`config.mk`:
```
export PLATFORM = sky130hd
export DESIGN_NAME = apb_cmd_arbiter
export DESIGN_NICKNAME = d
export VERILOG_FILES = /design/src/rtl/apb_cmd_arbiter.sv
export SDC_FILE = /design/constraint.sdc
export NUM_CORES = 1
export LEC_CHECK = 0
export CORE_ASPECT_RATIO = 1.2
export CORE_MARGIN = 4
export CORE_UTILIZATION = 34
export CTS_CLUSTER_DIAMETER = 50
export DETAILED_ROUTE_END_ITERATION = 8
export PLACE_DENSITY = 0.82
export SYNTH_ARGS = -nofsm -noshare
export SYNTH_HDL_FRONTEND = slang
export SYNTH_SLANG_ARGS = --single-unit
```
`constraint.sdc`:
```
create_clock -name CLK -period 1.65 [get_ports CLK]
set_clock_uncertainty 0.1 [all_clocks]
set_input_delay 0.33 -clock CLK [delete_from_list [all_inputs] [get_ports CLK]]
set_output_delay 0.33 -clock CLK [all_outputs]
set_load 0.01 [all_outputs]
```
`src/rtl/apb_cmd_arbiter.sv`:
```
// Round-robin arbiter sharing one APB master command port among NREQ requesters.
// Optional watchdog: define APB_ARB_TIMEOUT_EN to enable the WAIT timeout and DRAIN state.
module apb_cmd_arbiter #(
  parameter int NREQ    = 2,
  parameter int DW      = 32,
  parameter int AW      = 32,
  parameter int TIMEOUT = 255,
  localparam int CW     = 1 + DW + AW,
  localparam int RW     = 1 + DW
) (
  input  logic                 CLK,
  input  logic                 RESET,
  input  logic [NREQ*CW-1:0]   req_cmd,
  input  logic [NREQ-1:0]      req_valid,
  output logic [NREQ-1:0]      req_ready,
  output logic [RW-1:0]        req_resp,
  output logic [CW-1:0]        m_cmd,
  output logic                 m_valid,
  input  logic [RW-1:0]        m_resp,
  input  logic                 m_ready,
  output logic [NREQ-1:0]      grant,
  output logic                 busy
);

  // state | meaning
  // IDLE  | no transaction; arbitrate among req_valid
  // ISSUE | m_valid pulse to the APB master, advance rr pointer
  // WAIT  | waiting for m_ready of the granted transaction
  // DRAIN | watchdog fired; swallow the late m_ready (watchdog build only)
  typedef enum logic [1:0] {
    ST_IDLE,
    ST_ISSUE,
    ST_WAIT
`ifdef APB_ARB_TIMEOUT_EN
    , ST_DRAIN
`endif
  } state_t;

  localparam int IW = $clog2(NREQ);

  // TIMEOUT only has an effect with the watchdog built in; a bad value builds nothing extra.
  if (TIMEOUT < 1) begin : g_timeout_unused
  end

  state_t          r_state;
  state_t          w_state_nxt;
  logic [IW-1:0]   r_rr_ptr;
  logic [IW-1:0]   r_gidx;
  logic [NREQ-1:0] r_grant;
  logic [CW-1:0]   r_cmd;
  logic            w_found;
  logic [IW-1:0]   w_gsel;
  logic [NREQ-1:0] w_gsel_oh;

`ifdef APB_ARB_TIMEOUT_EN
  localparam int TW = $clog2(TIMEOUT + 1);
  logic [TW-1:0]   r_cnt;
  logic            w_tmo;
  assign w_tmo = (r_cnt == TW'(TIMEOUT));
`endif

  // first valid requester at or after the round-robin pointer
  always_comb begin
    w_found = 1'b0;
    w_gsel  = '0;
    for (int k = 0; k < NREQ; k++) begin
      if (!w_found && req_valid[(int'(r_rr_ptr) + k) % NREQ]) begin
        w_found = 1'b1;
        w_gsel  = IW'((int'(r_rr_ptr) + k) % NREQ);
      end
    end
    w_gsel_oh = NREQ'(1) << w_gsel;
  end

  always_ff @(posedge CLK) begin
    if (RESET) begin
      r_state  <= ST_IDLE;
      r_rr_ptr <= '0;
      r_gidx   <= '0;
      r_grant  <= '0;
      r_cmd    <= '0;
`ifdef APB_ARB_TIMEOUT_EN
      r_cnt    <= '0;
`endif
    end else begin
      r_state <= w_state_nxt;
      case (r_state)
        ST_IDLE: begin
          if (w_found) begin
            r_grant <= w_gsel_oh;
            r_cmd   <= req_cmd[int'(w_gsel)*CW +: CW];
            r_gidx  <= w_gsel;
          end
        end
        ST_ISSUE: begin
          r_rr_ptr <= IW'((int'(r_gidx) + 1) % NREQ);
`ifdef APB_ARB_TIMEOUT_EN
          r_cnt    <= '0;
`endif
        end
        ST_WAIT: begin
          if (m_ready) begin
            r_grant <= '0;
`ifdef APB_ARB_TIMEOUT_EN
          end else if (w_tmo) begin
            r_grant <= '0;
          end else begin
            r_cnt   <= r_cnt + 1'b1;
`endif
          end
        end
        default: ;
      endcase
    end
  end

  always_comb begin
    w_state_nxt = r_state;
    req_ready   = '0;
    req_resp    = '0;
    case (r_state)
      ST_IDLE: begin
        if (w_found) w_state_nxt = ST_ISSUE;
      end
      ST_ISSUE: begin
        w_state_nxt = ST_WAIT;
      end
      ST_WAIT: begin
        // normal completion wins over a same-cycle watchdog expiry
        if (m_ready) begin
          req_ready   = r_grant;
          req_resp    = m_resp;
          w_state_nxt = ST_IDLE;
`ifdef APB_ARB_TIMEOUT_EN
        end else if (w_tmo) begin
          req_ready   = r_grant;
          req_resp    = {1'b1, {DW{1'b0}}};
          w_state_nxt = ST_DRAIN;
`endif
        end
      end
`ifdef APB_ARB_TIMEOUT_EN
      ST_DRAIN: begin
        if (m_ready) w_state_nxt = ST_IDLE;
      end
`endif
      default: w_state_nxt = ST_IDLE;
    endcase
  end

  assign m_valid = (r_state == ST_ISSUE);
  assign m_cmd   = r_cmd;
  assign grant   = r_grant;
  assign busy    = (r_state != ST_IDLE);

endmodule
```
==> flow_summary.json <==
{
  "final_cell_mix": "171 x clkdlybuf4s50_1, 69 x dfxtp_1, 66 x nand3_1",
  "avgSynthCellArea_sq_um": 7.788,
  "yosysWarnings": 0,
  "antenna_left": 0,
  "power_frac_clock": 0.376,
  "p_int_w": 0.004318,
  "irDropWorstVdd_mv": 0.5425,
  "critPathTopFamily": "simple AND/OR/NAND/NOR gates",
  "switching_power_w": 0.001651,
  "cts-hold-fix-buffers": 0,
  "finalCriticalPeriod_ns": 1.890,
  "hold_path_depth": 2,
  "maxSlewViolCount": 0,
  "globalRouteTotalUtil": 0.2689,
  "r2r_cells": 6,
  "cts_buffer_depth": 2,
  "setup.worst_path.start": "r_state[0]$_SDFFE_PP0P_",
  "startpoint_type": "flip-flop",
  "synth_seq_cells": 71,
  "crit_chain": "and3b_2, buf_8, buf_12, and2_4, buf_6",
  "num_antenna_cells": 0,
  "ioPinCount": 272,
  "coreArea_sq_um": 10060,
  "max_stage_delay_ns": 0.32,
  "antenna_found_initial": 0,
  "yosys-mux-area-fraction": 0,
  "fill_cells": 750,
  "setup_violations": 35,
  "yosys.area_share.adder": 0,
  "slew_headroom": 0.7661,
  "nets": 872,
  "violations": "setup timing",
  "synth_compound_area_frac": 0.2253,
  "io_buffers": 271,
  "place_inst": 807,
  "synth_flop_cell": "dfxtp_1",
  "syn_area_sq_um": 3505,
  "dieArea_sq_um": 12000,
  "crit_type": "flip-flop to output pin",
  "maxCapViolCount": 0,
  "whs_ns": 0.3826,
  "final_layout_size_suffix_gt1_frac": 0.1819,
  "crit_slowest_cell": "dfxtp_2",
  "r2r-start": "r_state[1]$_SDFFE_PP0P_",
  "yosys.cell_types.count": 24,
  "yosysSeqAreaShare": 0.4056,
  "final_cell_count_no_fill": 835,
  "synthXorXnorAreaFrac": 0,
  "finalCritPeriodShare": 1.145,
  "fmax_mhz": 529.1,
  "area_delta_synth_final_pct": 103.1,
  "p_leak_nw": 3.241,
  "grt_overflow": 0,
  "clock_latency_ns": 0.32,
  "crit_cells": 5,
  "routabilityCongestion": 0.8681,
  "grt_max_degree": 72,
  "vias": 4869,
  "clockRootBuffer": "clkbuf_16",
  "switching_share": 0.2766,
  "rsz0062_at_grt": "true",
  "synth_top_family_by_area": "simple AND/OR/NAND/NOR gates",
  "die_w_um": 100.7,
  "tightest_slew_ns": 0.3509,
  "die_h_um": 119.2,
  "drtPass1Iterations": 8,
  "hp-class": "flip-flop to flip-flop",
  "required_ns": 1.22,
  "grt_pass1_wl_um": 25830,
  "tns_ns": -7.864,
  "drc": 0,
  "syn_inst": 450,
  "crit_path_end_kind": "output pin",
  "final_common_cell": "clkdlybuf4s50_1",
  "power_density_nw_per_um2": 838.4,
  "cp_data_arrival_time_ns": 1.46,
  "synth_edf_count": 0,
  "syn_nets": 618,
  "power_frac_comb": 0.296,
  "ys_async_sr_fraction": 0,
  "dp_hpwl_um": 11070,
  "crit_path_max_fanout": 5,
  "cts_sinks": 71,
  "cts.htree.levels": 3,
  "num_rows": 40,
  "p_seq_frac": 0.328,
  "status": "complete, but fails checks",
  "setup_ws_ns": -0.2399,
  "drt-wirelength-per-cell_um": 21.03,
  "synth_simple_gate_area_frac": 0.2928,
  "viasPerCell": 5.831,
  "holdCritStartpoint": "r_gidx$_SDFFE_PP0P_",
  "hold_viol": 0,
  "path_clk_slew_ns": 0.06,
  "drt_iter0_drc": 307,
  "cts_tree": "yes",
  "grt_pass1_vias": 4720,
  "totalWireLength_um": 17560,
  "cts_inserted_buffers": 9,
  "start_util": 0.3484,
  "crit_buf_inv": 3
}
per-stage QoR:
step | setup slack (ns) | util | cell area [sq um] | total power [W]
2_1_floorplan | 0.07218 | - | 3505 | 0.002662
3_3_place_gp | -0.6012 | 0.6327 | 6365 | 0.003633
3_5_place_dp | -0.6614 | 0.6327 | 6365 | 0.003662
4_1_cts | -0.2176 | 0.6923 | 6964 | 0.005931
5_1_grt | -0.2845 | 0.7077 | 7119 | 0.006195
6_report | -0.2399 | 0.7077 | 7119 | 0.005969
kinds of logic (layout without fill, tap and decap cells):
| family | count (synthesis) | in the layout |
|---|---|---|
| AOI/OAI and AO/OA | 139 | 139 |
| buffers and inverters | 63 | 322 |
| DFF | 71 | 71 |
| and+or+nand+nor | 177 | 177 |
metal layers:
| layer | GRT usage | routed length (um) |
|---|---|---|
| met3 | 0.06913 | 1706 |
| met5 | 0 | 0 |
| met2 | 0.4403 | 8490 |
| met4 | 0.1129 | 700 |
| met1 | 0.3302 | 6663 |
flip-flops by register name, summed over array words and instances (netlist names):
| register | cells |
|---|---|
| grant | 2 |
| r_state | 2 |
| m_cmd | 65 |
| r_gidx | 1 |
| r_rr_ptr | 1 |
synthesized netlist by cell type (all sizes together), types with 2 or more instances:
cell type | count | area [sq um]
buf | 18 | 98.85
nand3 | 66 | 330.3
and2 | 35 | 219.0
nand2b | 2 | 12.51
a21oi | 5 | 25.02
a31oi | 65 | 406.6
dfxtp | 71 | 1421
inv | 2 | 7.510
nor2 | 3 | 16.26
o21ai | 66 | 330.3
o211ai | 2 | 15.01
clkbuf | 43 | 161.4
nand4 | 65 | 406.6
repair_timing:
item	4_1_cts	5_1_grt
endpoints found under the hold margin	0	0
endpoints found under the setup margin	60	77
setup buffers	4	2
pin swaps	36	1
cloned	6	1
resized for setup	243	42
worst paths after layout:
| kind | to | slack (ns) |
|---|---|---|
| worst max-delay path | req_resp[21] | -0.24 |
| worst min-delay path | r_gidx$_SDFFE_PP0P_ | 0.38 |
| worst max register to register | m_cmd[61]$_SDFFE_PP0P_ | 0.05 |
| worst min register to register | r_gidx$_SDFFE_PP0P_ | 0.38 |
power by group through the flow:
stage          registers (W)  clock network, W  logic [W]
2_1_floorplan        0.00206                 0   0.000597
3_5_place_dp         0.00200                 0    0.00166
6_report             0.00196           0.00224    0.00176
3_3_place_gp         0.00199                 0    0.00164
5_1_grt              0.00198           0.00235    0.00187
4_1_cts              0.00196           0.00226    0.00171
layout make-up:
cell class	instances	area (sq um)	share of cell area
clock inverter	6	107.6	0.01511
clock buffer	10	239.0	0.03357
multi-input combinational	316	1914	0.2689
sequential	71	1424	0.2000
timing repair buffer	304	3269	0.4592
tap	126	157.7	0.02214
inverter	2	7.507	0.001054
worst min-delay path: cells and delay by family, from the launching register on:
| kind | cells | cell delay [ns] |
|---|---|---|
| DFF | 1 | 0.31 |
| AOI/OAI and AO/OA | 2 | 0.12 |
Power figures use the tool's default switching activity.
